--- src/rtl/pipeline_stall_controller.sv ---
// Hazard consumer for the 5-stage RV32I pipeline.
// Compares the ID-stage sources against the EX and MEM destinations.
// From those matches and the memory-busy and branch inputs it drives the
// PC/IF/ID enables, the IF/ID flush, the ID/EX bubble and the EX forwarding
// selects. It also keeps a data-memory freeze watchdog and two saturating
// stall counters.
//
// Handshake: there is no valid/ready pair here. Every control output is a
// level that the pipeline registers sample on the same rising clk edge.
// pc_write_en / if_id_write_en = 1 means "load this edge".
// if_id_flush / id_ex_bubble = 1 means "load a NOP this edge".
module pipeline_stall_controller #(
    parameter int CNT_W        = 16,
    parameter int FREEZE_LIMIT = 255
) (
    input  logic             clk,
    input  logic             RESET,
    input  logic [4:0]       id_rs1,
    input  logic [4:0]       id_rs2,
    input  logic             id_uses_rs1,
    input  logic             id_uses_rs2,
    input  logic [4:0]       ex_rd,
    input  logic             ex_reg_write,
    input  logic             ex_mem_read,
    input  logic [4:0]       mem_rd,
    input  logic             mem_reg_write,
    input  logic             dmem_busy,
    input  logic             imem_busy,
    input  logic             branch_taken_ex,
    output logic             pc_write_en,
    output logic             if_id_write_en,
    output logic             if_id_flush,
    output logic             id_ex_bubble,
    output logic [1:0]       fwd_sel_rs1,
    output logic [1:0]       fwd_sel_rs2,
    output logic [1:0]       state,
    output logic             mem_timeout,
    output logic [CNT_W-1:0] stall_cycles,
    output logic [CNT_W-1:0] load_stalls
);

    localparam logic [1:0] ST_RUN     = 2'b00;
    localparam logic [1:0] ST_FREEZE  = 2'b01;
    localparam logic [1:0] ST_TIMEOUT = 2'b10;

    localparam logic [1:0] FWD_RF  = 2'b00;
    localparam logic [1:0] FWD_EX  = 2'b01;
    localparam logic [1:0] FWD_MEM = 2'b10;

    // The freeze counter only has to reach FREEZE_LIMIT. One extra bit is
    // kept on the incremented value so the limit compare cannot wrap.
    localparam int               FC_W      = (FREEZE_LIMIT < 2) ? 1 : $clog2(FREEZE_LIMIT + 1);
    localparam logic [FC_W:0]    LIMIT_EXT = (FC_W + 1)'(FREEZE_LIMIT);

    logic            rs1_ex, rs2_ex, rs1_mem, rs2_mem;
    logic            load_use;
    logic            sel_freeze, sel_load_use;
    logic [FC_W-1:0] freeze_cnt;
    logic [FC_W:0]   freeze_inc;
    logic [1:0]      next_fwd_rs1, next_fwd_rs2;

    // Dependency matches. x0 is hard-wired to zero, so it never forwards or stalls.
    always_comb begin
        rs1_ex   = id_uses_rs1 & ex_reg_write  & (ex_rd  != 5'd0) & (ex_rd  == id_rs1);
        rs2_ex   = id_uses_rs2 & ex_reg_write  & (ex_rd  != 5'd0) & (ex_rd  == id_rs2);
        rs1_mem  = id_uses_rs1 & mem_reg_write & (mem_rd != 5'd0) & (mem_rd == id_rs1);
        rs2_mem  = id_uses_rs2 & mem_reg_write & (mem_rd != 5'd0) & (mem_rd == id_rs2);
        load_use = ex_mem_read & (rs1_ex | rs2_ex);
    end

    // Prioritised pipeline controls: freeze > branch > load-use > imem wait > run.
    always_comb begin
        pc_write_en    = 1'b1;
        if_id_write_en = 1'b1;
        if_id_flush    = 1'b0;
        id_ex_bubble   = 1'b0;
        sel_freeze     = 1'b0;
        sel_load_use   = 1'b0;
        if (RESET) begin
            pc_write_en    = 1'b0;
            if_id_write_en = 1'b0;
            if_id_flush    = 1'b1;
            id_ex_bubble   = 1'b1;
        end else if (dmem_busy) begin
            // Whole pipe holds; a pending branch stays in EX until memory frees up.
            sel_freeze     = 1'b1;
            pc_write_en    = 1'b0;
            if_id_write_en = 1'b0;
        end else if (branch_taken_ex) begin
            // The younger dependent instruction is squashed, so no load-use stall.
            if_id_write_en = 1'b0;
            if_id_flush    = 1'b1;
            id_ex_bubble   = 1'b1;
        end else if (load_use) begin
            sel_load_use   = 1'b1;
            pc_write_en    = 1'b0;
            if_id_write_en = 1'b0;
            id_ex_bubble   = 1'b1;
        end else if (imem_busy) begin
            pc_write_en    = 1'b0;
            if_id_write_en = 1'b0;
            if_id_flush    = 1'b1;
        end
    end

    // Forwarding select for the instruction about to enter EX. EX/MEM beats MEM/WB.
    always_comb begin
        next_fwd_rs1 = fwd_sel_rs1;
        next_fwd_rs2 = fwd_sel_rs2;
        if (!sel_freeze) begin
            if (id_ex_bubble) begin
                next_fwd_rs1 = FWD_RF;
                next_fwd_rs2 = FWD_RF;
            end else begin
                next_fwd_rs1 = rs1_ex ? FWD_EX : (rs1_mem ? FWD_MEM : FWD_RF);
                next_fwd_rs2 = rs2_ex ? FWD_EX : (rs2_mem ? FWD_MEM : FWD_RF);
            end
        end
    end

    // Register the forwarding selects so they line up with the ID/EX register.
    always_ff @(posedge clk) begin
        if (RESET) begin
            fwd_sel_rs1 <= FWD_RF;
            fwd_sel_rs2 <= FWD_RF;
        end else begin
            fwd_sel_rs1 <= next_fwd_rs1;
            fwd_sel_rs2 <= next_fwd_rs2;
        end
    end

    assign freeze_inc = {1'b0, freeze_cnt} + 1'b1;

    // Freeze watchdog FSM. It counts consecutive dmem_busy cycles, including the
    // cycle that leaves RUN, and raises a sticky timeout at FREEZE_LIMIT.
    always_ff @(posedge clk) begin
        if (RESET) begin
            state       <= ST_RUN;
            freeze_cnt  <= '0;
            mem_timeout <= 1'b0;
        end else begin
            case (state)
                ST_RUN: begin
                    if (dmem_busy) begin
                        freeze_cnt <= FC_W'(1);
                        if (LIMIT_EXT <= (FC_W + 1)'(1)) begin
                            state       <= ST_TIMEOUT;
                            mem_timeout <= 1'b1;
                        end else begin
                            state <= ST_FREEZE;
                        end
                    end
                end
                ST_FREEZE: begin
                    if (dmem_busy) begin
                        freeze_cnt <= freeze_inc[FC_W-1:0];
                        if (freeze_inc >= LIMIT_EXT) begin
                            state       <= ST_TIMEOUT;
                            mem_timeout <= 1'b1;
                        end
                    end else begin
                        state      <= ST_RUN;
                        freeze_cnt <= '0;
                    end
                end
                ST_TIMEOUT: begin
                    if (!dmem_busy) begin
                        state      <= ST_RUN;
                        freeze_cnt <= '0;
                    end
                end
                default: begin
                    state      <= ST_RUN;
                    freeze_cnt <= '0;
                end
            endcase
        end
    end

    // Saturating performance counters: PC-hold cycles and load-use bubbles.
    always_ff @(posedge clk) begin
        if (RESET) begin
            stall_cycles <= '0;
            load_stalls  <= '0;
        end else begin
            if (!pc_write_en && (stall_cycles != {CNT_W{1'b1}}))
                stall_cycles <= stall_cycles + 1'b1;
            if (sel_load_use && (load_stalls != {CNT_W{1'b1}}))
                load_stalls <= load_stalls + 1'b1;
        end
    end

endmodule
--- config.mk ---
export PLATFORM = sky130hd
export DESIGN_NAME = pipeline_stall_controller
export DESIGN_NICKNAME = d
export VERILOG_FILES = /design/src/rtl/pipeline_stall_controller.sv
export SDC_FILE = /design/constraint.sdc
export NUM_CORES = 1
export LEC_CHECK = 0
export BUFFER_PORTS_ARGS = -buffer_cell sky130_fd_sc_hd__buf_2
export CAP_MARGIN = 20
export CORE_ASPECT_RATIO = 1.5
export CORE_MARGIN = 8
export CORE_UTILIZATION = 45
export CTS_CLUSTER_SIZE = 30
export DETAILED_ROUTE_END_ITERATION = 10
export MAX_ROUTING_LAYER = met4
export PLACE_DENSITY = 0.72
export SLEW_MARGIN = 0
export SYNTH_ARGS = -nofsm -noshare
export SYNTH_HDL_FRONTEND = slang
export SYNTH_SLANG_ARGS = --single-unit
--- constraint.sdc ---
create_clock -name clk -period 2.8 [get_ports clk]
set_input_delay 0.14 -clock clk [delete_from_list [all_inputs] [get_ports clk]]
set_output_delay 0.14 -clock clk [all_outputs]
set_load 0.02 [all_outputs]
# Word-level counts from Yosys, hierarchy flattened
# Cells that the tools add are included.
[totals] in_bits=30 register_bits=47 word_cells=82 out_inout_bits=43
[classes] bitwise=14 magnitude_cmp=1 add_sub_neg=3 mux=37 eq_ne=11 n_reduce_logical=9
[op_table] op="adder 16 x 1 -> 16 bit (second input constant)" count=2
[op_table] op="!= test 16 bit (second input constant)" count=2
[op_table] op="2-to-1 mux 8 bit" count=3
[op_table] op="case mux 8 bit (3 select lines)" count=1
[op_table] op="2-to-1 mux 1 bit" count=22
[op_table] op="== test 5 bit" count=4
[op_table] op="2-to-1 mux 2 bit" count=10
[op_table] op="AND 1 bit" count=13
[op_table] op="nonzero test 5 bit" count=2
[op_table] op="adder 8 x 1 -> 9 bit (second input constant)" count=1
[op_table] op=">= comparator 9 x 8 -> 1 bit (second input constant)" count=1
[op_table] op="case mux 2 bit (3 select lines)" count=1
[op_table] op="AND reduction 3 bit" count=2
[op_table] op="!= test 2 bit (second input constant)" count=2
[op_table] op="!= test 3 bit (second input constant)" count=1
[op_table] op="== test 2 x 1 -> 1 bit (second input constant)" count=1
[op_table] op="== test 2 bit (second input constant)" count=1
[op_table] op="logical AND 1 bit" count=2
[op_table] op="zero test 2 bit" count=1
[op_table] op="AND reduction 2 bit" count=1
[op_table] op="zero test 1 bit" count=1
[op_table] op="bitwise OR 1 bit" count=1

# Logic depth before layout (Yosys ltp)
# Gate-level depths: netlist (run 1).
[logic_depth] depth_word=11 depth_mapped=8 mapped_depth_nobuf=8

# Least setup slack after synthesis (run 1)
# Ideal clock, no wire load.
[synth_timing] kind="flip-flop to flip-flop" from="register stall_cycles[0]" to="register stall_cycles[15]" stages_incl_launch_ff=9 required_ns=2.679 period_less_slack_ns=2.363 setup_ns=0.121 path_slack_ns=0.437 path_buffers=1 arrival_time_ns=2.243 path_cell_list="dfxtp_1 > ha_1 > and4_1 > and3_1 > a2111o_1 > and2_4 > buf_6 > nor4_2 > mux2_2"
[synth_between] elab_chain_len=2 elab_cells_between_ends=3 classes_between="add/sub: 1; eq/ne: 1; reduce/logical: 1"
[synth_rtl] element="start: declaration" line_no="38" source="output logic [CNT_W-1:0] stall_cycles,"
[synth_rtl] element="start signal: assignment" line_no="187" source="stall_cycles <= stall_cycles + 1'b1;"
[synth_rtl] element="branches (longest 2 deep; another with adder 16 x 1 -> 16 bit)"
# Several ways; the timed one is not identified.
# A chain may end at the register's enable or synchronous reset.

# Worst setup path after layout (run 1)
[layout_timing] from="register stall_cycles[0]" to="register stall_cycles[6]"
# Same word-level chain as after synthesis.

==> results by group, run 1 <==
STA
  • Clock skew: 4.38 ps
  • Slew Limit Fails: 0
  • Maximum clock rate: 424 MHz
  • RSZ-0062 raised after global routing: false
  • Worst-Margin Slew: 759 ps
  • Period utilization: 84.3%
  • Final Hold Fails: 0
  • Worst slew margin: 49.4%
  • Final min period: 2360 ps
  • Endpoints failing setup: 0
  • Setup_tns: 0 ps

Drt
  • Total Routed Length: 7.25 mm
  • Total iterations of the first detailed-routing run: 5
  • 1st-iter DRT viols: 80
  • Avg WL per Cell: 15.2 um
  • Remaining DRCs: 0
  • Antenna Nets Post-Route: 0
  • Vias per inst: 5.54
  • Total number of vias: 2,643

Clock network
  • Hold_buf cts: 0
  • Clk_lat worst skew: 300 ps
  • Setup Fix Bufs, Post-CTS: 0
  • Clock slew at the register clock pins of the worst setup and hold paths: 90 ps
  • CTS tree: yes
  • TritonCTS Buffers: 5
  • Sink Count: 47
  • Clock root cell: clkbuf_8
  • # resized after CTS: 0
  • H-tree levels: 2
  • Clock buffer depth: 2

Pwr
  • Lkg Pwr: 1.30 nW
  • PwrDens: 441 mW/mm^2
  • Peak VDD IR: 0.286 mV

Synth
  • Synth warnings: 0
  • Syn nets: 370
  • Post-Syn Area: 0.00268 sq mm
  • Mapped Avg Cell Area: 7.97 sq um
  • #FFs+latches synth: 47
  • Sequential share of the synthesized area: 35.1%
  • Post-synthesis cell count: 336
  • Distinct cells, synth: 44

Global routing
  • Largest net degree at the start of global routing: 55
  • Global route total overflow: 0
  • Antenna violations before repair: 0
  • First-pass GRT wire length: 12.5 mm
  • Total track usage: 17.5%
  • Vias in the first global route: 2,775

Worst setup path
  • Req. time, crit path: 3000 ps
  • CP Capture Type: flop
  • Crit Path Category: reg2reg
  • Critical-path maximum fanout: 5
  • Critical Path Start Type: flop
  • Crit path arrival time: 2560 ps

Floorplanning
  • Die Ht: 110 um
  • Die Area: 0.00873 sq mm
  • I/O pins: 73
  • # rows: 34
  • Die Wd: 79.0 um
  • CORE AREA: 0.00579 sq mm
  • Starting Density: 46.3%

Cells and area
  • Area grow syn2layout: 20.4%
  • Nets: 438
  • Diodes inserted: 0
  • Layout cells sized above 1: 23.0%
  • Final Core Density: 55.7%

Place
  • Routability cong.: 0.897
  • Final HPWL DP: 5.63 mm
  • Buffers added on ports: 72

Min path
  • Hold Path Class: in2reg

Run
  • Max Cap Viol: 0

Status
  • Outcome: completed
## registers in the layout, indices dropped and copies added, names as in the netlist
signal,count
stall_cycles,16
fwd_sel_rs1,2
mem_timeout,1
fwd_sel_rs2,2
freeze_cnt,8
load_stalls,16
state,2
## cells in the mapped netlist, drive strengths merged
master	count	share of area, %
a211oi	1	0.28
clkbuf	11	1.5
and4	1	0.33
o2111ai	3	0.98
a2111o	1	0.42
buf	2	0.56
xor2	17	5.6
o21a	1	0.28
nand3	17	3.2
o22ai	1	0.23
o21ai	4	0.75
mux2i	1	0.37
a31o	3	0.98
nor3b	1	0.28
xnor2	28	9.2
and2	1	0.33
ha	4	1.9
and3	9	2.1
nor2	61	8.5
nor3	5	0.93
mux2	3	1.3
a21o	2	0.56
a21oi	27	5.2
o21bai	1	0.28
nand4	11	2.6
nor2b	4	0.93
or2	1	0.23
or4	5	1.4
inv	7	0.98
o2111a	1	0.42
o32ai	2	0.65
o31ai	3	0.84
a32oi	1	0.33
o211ai	2	0.56
nand2	18	2.5
or3	4	0.93
nand2b	10	2.3
nor4	12	3.3
a2bb2oi	2	0.65
dfxtp	47	35
a21boi	1	0.28
## power by group
part | total (mW) | leakage [nW] | internal (mW) | switching, mW
clock network | 0.589 | 0.0644 | 0.356 | 0.233
logic | 0.147 | 0.851 | 0.0583 | 0.0889
registers | 0.686 | 0.380 | 0.675 | 0.0112
total | 1.42 | 1.30 | 1.09 | 0.333
## layout by cell type (no fill, tap or decap), types with 9 or more instances in the layout
cell type | netlist | final
a21oi_1 | 26 | 26
and3_1 | 9 | 9
buf_2 | 0 | 72
dfxtp_1 | 47 | 47
nand2_1 | 18 | 18
nand2b_1 | 10 | 10
nand3_1 | 17 | 17
nand4_1 | 11 | 11
nor2_1 | 61 | 61
nor4_1 | 10 | 10
xnor2_1 | 28 | 28
xor2_1 | 17 | 17
## worst max-delay path, stage by stage, from the launching register on
cell and delay (ps):
dfxtp_1 360, ha_1 260, and4_1 210, and3_1 190, a2111o_1 410, a21boi_0 290
and3_1 210, mux2_2 330
## metrics by stage
step | setup WS (ps) | hold slack (ps) | std cells | power, mW | area [sq um]
CTS | 441 | 138 | 477 | 1.44 | 3220
floorplan | 437 | 303 | 336 | 0.791 | 2680
detailed placement | 429 | 447 | 469 | 0.849 | 3090
finish | 440 | 145 | 477 | 1.42 | 3220
global route | 256 | 166 | 477 | 1.48 | 3220
global placement | 490 | 440 | 469 | 0.848 | 3090
## cells by family after synthesis
logic type               synth area share [%]
adder cells (fa/ha/maj)                  1.87
flip-flops                               35.1
buffers and inverters                    3.08
XOR/XNOR                                 14.7
multiplexers                             1.63
AND/OR/NAND/NOR                          29.9
AO/OA/AOI/OAI                            13.7
## layout make-up
type                            instances  area, sq um
Timing Repair Buffer                   74          375
Multi-Input combinational cell        269         1660
Clock buffer                            5         68.8
Tap cell                               72         90.1
Sequential cell                        47          941
Inverter                                7         26.3
Fill cell                             599         2560
Clock inverter                          3         67.6
## per-layer routing
| metal | wire (um) | share of wire [%] | global-route usage, % |
|---|---|---|---|
| met5 | 0 | 0 | - |
| met4 | 218 | 3.0 | 7.70 |
| met3 | 282 | 3.9 | 3.98 |
| met2 | 3900 | 54 | 31.2 |
| met1 | 2840 | 39 | 17.2 |
## path summary, 6_finish.rpt
kind	from	to	slack, ps	cells past startpoint
max	stall_cycles[0]	stall_cycles[6]	440	7
min	id_uses_rs2	fwd_sel_rs2[1]	140	3
max reg2reg	stall_cycles[0]	stall_cycles[6]	440	7
min reg2reg	fwd_sel_rs2[1]	fwd_sel_rs2[1]	460	2
(Power assumes the default switching activity.)
==> run 2: changes to the inputs <==
--- a/config.mk
+++ b/config.mk
@@ -5,6 +5,7 @@
 export SDC_FILE = /design/constraint.sdc
 export NUM_CORES = 1
 export LEC_CHECK = 0
+export ABC_AREA = 1
 export BUFFER_PORTS_ARGS = -buffer_cell sky130_fd_sc_hd__buf_2
 export CAP_MARGIN = 20
 export CORE_ASPECT_RATIO = 1.5
@@ -13,7 +14,7 @@
 export CTS_CLUSTER_SIZE = 30
 export DETAILED_ROUTE_END_ITERATION = 10
 export MAX_ROUTING_LAYER = met4
-export PLACE_DENSITY = 0.72
+export PLACE_DENSITY = 0.71
 export SLEW_MARGIN = 0
 export SYNTH_ARGS = -nofsm -noshare
 export SYNTH_HDL_FRONTEND = slang
==> constraint.sdc (replaced) <==
create_clock -name clk -period 2.2 [get_ports clk]
set_input_delay 0.11 -clock clk [delete_from_list [all_inputs] [get_ports clk]]
set_output_delay 0.11 -clock clk [all_outputs]
set_load 0.02 [all_outputs]
==> run 2 against run 1 <==
- cell count increased by 30%
- total power increased by 13%
- non-clock buffer count increased by 3
- wire length increased by 10%
- highest routed layer unchanged
- synthesized cell count increased by 40%
- sequential cell count unchanged
- first-iteration DRC count decreased by 3.8%
- critical path depth increased by 2
==> results by group, run 2 <==
Clock network
  • Clock buffer depth: 2 (unchanged)
  • Hold_buf cts: 0 (unchanged)
  • Clock root cell: clkbuf_8
  • Clock slew at the register clock pins of the worst setup and hold paths: 100 ps (about the same)
  • CTS tree: yes
  • Setup Fix Bufs, Post-CTS: 0 (unchanged)
  • H-tree levels: 2 (unchanged)
  • Sink Count: 47 (unchanged)
  • # resized after CTS: 0 (unchanged)
  • Clk_lat worst skew: 300 ps (about the same)
  • TritonCTS Buffers: 5 (unchanged)

Cells and area
  • Most common cell after layout, fill and taps aside: nand2_1
  • Nets: 577 (+32%)
  • # fillers: 691 (+15%)
  • Most frequent cells in the layout: nand2_1 (127), buf_2 (72), inv_1 (56)
  • Multi-input logic area: 0.00177 sq mm (+6.9%)
  • Sequential cell area: 941 sq um (unchanged)
  • Layout cells sized above 1: 19.1% (-3.8 points)
  • Top Registers: load_stalls (16), stall_cycles (16), freeze_cnt (8)
  • Fin area: 0.00352 sq mm (+9.3%)
  • Area grow syn2layout: 17.4%

STA
  • RSZ-0062 raised after global routing: false
  • Clock skew: 4.31 ps (-0.0777 ps)
  • Final min period: 1980 ps (-384 ps)
  • Final Hold Fails: 0 (unchanged)
  • Final hold slack: 133 ps (-11.5 ps)
  • Period utilization: 89.8% (+5.5 points)
  • Worst-Margin Slew: 473 ps (-286 ps)
  • Worst slew margin: 68.3% (+19 points)
  • Slew Limit Fails: 0 (unchanged)
  • Endpoints failing setup: 0 (unchanged)
  • Maximum clock rate: 506 MHz (+19%)
  • Setup_tns: 0 ps (unchanged)

Floorplanning
  • CORE AREA: 0.00649 sq mm (+12%)
  • Die Wd: 82.7 um (+4.7%)
  • I/O pins: 73 (unchanged)
  • Die Area: 0.00960 sq mm (+9.9%)
  • Starting Density: 46.3% (about the same)
  • # rows: 36 (+5.9%)
  • Die Ht: 116 um (+5.0%)

Drt
  • Total iterations of the first detailed-routing run: 4 (-1)
  • Antenna Nets Post-Route: 0 (unchanged)
  • Total number of vias: 3,144 (+19%)
  • Met2 routed WL: 4.17 mm (+6.9%)
  • Remaining DRCs: 0 (unchanged)
  • Max Used Layer: met4
  • DR WL met3: 452 um (+60%)
  • 1st-iter DRT viols: 77 (-3.8%)
  • Total Routed Length: 7.98 mm (+10%)
  • Met1 wire length: 3.28 mm (+15%)
  • Avg WL per Cell: 12.8 um (-15%)
  • Vias per inst: 5.06 (-8.6%)

Synth
  • Yosys top cell area share: 31.3% (-3.8 points)
  • Post-synthesis cell count: 469 (+40%)
  • Asr flop ratio synth: 0% (unchanged)
  • Synth area leader: dfxtp_1
  • #FFs+latches synth: 47 (unchanged)
  • Most instantiated library cell after synthesis: nand2_1
  • Sequential share of the synthesized area: 31.3% (-3.8 points)
  • Syn nets: 503 (+36%)
  • Top_reg_cell synth: dfxtp_1
  • Post-synth EDFFs: 0 (unchanged)
  • Mapped Avg Cell Area: 6.40 sq um (-20%)
  • Distinct cells, synth: 32 (-27%)
  • Post-Syn Area: 0.00300 sq mm (+12%)
  • Post-synth top cells: nand2_1 (127), inv_1 (56), nand3_1 (48)
  • Synth warnings: 0 (unchanged)
  • Synth top area cells: dfxtp_1 (31%), nand2_1 (16%), nand3_1 (8.0%)

Place
  • Routability cong.: 0.899 (+0.21%)
  • Buffers added on ports: 72 (unchanged)
  • Placed inst area: 0.00343 sq mm (+11%)
  • Final HPWL DP: 6.36 mm (+13%)

Worst setup path
  • CP peak stage delay: 440 ps (+30 ps)
  • R2r setup slk: 220 ps (-220 ps)
  • Bufs and invs on worst path: 2 (+2)
  • Top cell family by delay on the critical path: simple AND/OR/NAND/NOR gates
  • Critical Path Start Type: flop
  • CP Capture Type: flop
  • Worst path slowest cell: dfxtp_1
  • FF-to-FF path depth: 9 (+2)
  • Crit Path Category: reg2reg
  • Critical-path maximum fanout: 15 (+10)
  • Worst-path cell chain: ha_1 > nand3_1 > inv_2 > nand2_2 > or4_1 > buf_4 > nand2_8 > nand2_1 > a21oi_2
  • Crit path arrival time: 2220 ps (-340 ps)
  • Req. time, crit path: 2440 ps (-560 ps)
  • Crit Reg-Reg Endpoint: stall_cycles[13]
  • R2R Path Start: stall_cycles[0]

Global routing
  • Vias in the first global route: 3,063 (+10%)
  • Total track usage: 17.4% (-0.079 points)
  • Largest net degree at the start of global routing: 34 (-38%)
  • Global route total overflow: 0 (unchanged)
  • First-pass GRT wire length: 13.2 mm (+5.9%)
  • Antenna violations before repair: 1 (+1)

Pwr
  • Peak VDD IR: 0.348 mV (+22%)
  • Switching Share: 28.4% (+4.9 points)
  • PwrDens: 458 mW/mm^2 (+3.8%)
  • Comb pwr share: 12.4% (+2.1 points)
  • Lkg Pwr: 1.63 nW (+26%)
  • Reg power frac: 53.9% (+5.7 points)
  • NetSw: 0.458 mW (+37%)
  • Int Pwr: 1.16 mW (+6.1%)
  • Clock network power share: 33.8% (-7.6 points)

Status
  • Outcome: completed

Min path
  • WHS Path Cells: 3 (unchanged)
  • Hold Path Class: in2reg
  • Min-delay src: dmem_busy
  • Hold Path End: fwd_sel_rs2[1]

Run
  • Max Cap Viol: 0 (unchanged)
## run 2: changes by cell type after synthesis, moves of 5 or more
cell / delta
nand2_1: +109
nor2_1: -14
and3_1: -9
nand2b_1: -10
a21oi_1: +7
clkbuf_1: -5
o21ai_0: +6
a21oi_2: +9
inv_1: +49
xnor2_1: -20
nor3_1: +14
nand3_1: +31
## run 2: kinds of logic (layout without fill, tap and decap cells)
| group | Yosys count | count (layout) | synth area share (%) |
|---|---|---|---|
| buf+inv | 70 | 145 | 9.75 |
| fa+ha+maj | 4 | 4 | 1.67 |
| xor+xnor | 23 | 23 | 6.71 |
| flops | 47 | 47 | 31.3 |
| other cells | 0 | 1 | 0 |
| compound gates | 62 | 62 | 12.2 |
| simple gates | 263 | 263 | 38.4 |
## run 2: how the worst max path moves through the flow
stage                    startpoint                to  depth (start not counted)
global placement    stall_cycles[0]  stall_cycles[13]                          9
detailed placement  stall_cycles[0]   stall_cycles[4]                          9
floorplan           stall_cycles[0]   stall_cycles[0]                          9
global route        stall_cycles[0]  stall_cycles[10]                          9
finish              stall_cycles[0]  stall_cycles[13]                          9
CTS                 stall_cycles[0]   stall_cycles[4]                          9
## run 2: tightest hold or removal path, stage by stage
cell	delay, ps
buf_2	150
nand2_1	70
a21oi_1	50
## run 2: metrics by stage
stage          power (mW)  instances  utilization [%]  setup WS (ps)
3_3_place_gp         1.09        612             52.9            341
2_1_floorplan        1.01        469                -            202
6_report             1.61        621             54.3            224
5_1_grt              1.69        621             54.3           5.48
3_5_place_dp         1.09        612             52.9            239
4_1_cts              1.64        620             54.3            209
## run 2: cell type report
class                   count  share of cell area [%]
clock inverters             3                   0.710
diodes                      1                  0.0710
repair buffers             77                    11.3
well taps                  76                    2.70
inverters                  60                    6.39
clock buffers               5                    1.95
multi-input cells         352                    50.2
flip-flops and latches     47                    26.7
## run 2: power groups by stage
stage	Combinational, mW	Clock, mW	Sequential [mW]
floorplan	0.120	0	0.895
global placement	0.200	0	0.888
detailed placement	0.202	0	0.889
CTS	0.203	0.563	0.869
global route	0.224	0.596	0.872
finish	0.200	0.545	0.869
## run 2: layer usage
metal	up-vias	GRT usage, %
li1	1678	-
met1	1397	18.8
met2	63	31.0
met3	6	3.18
met4	0	4.51
met5	-	-
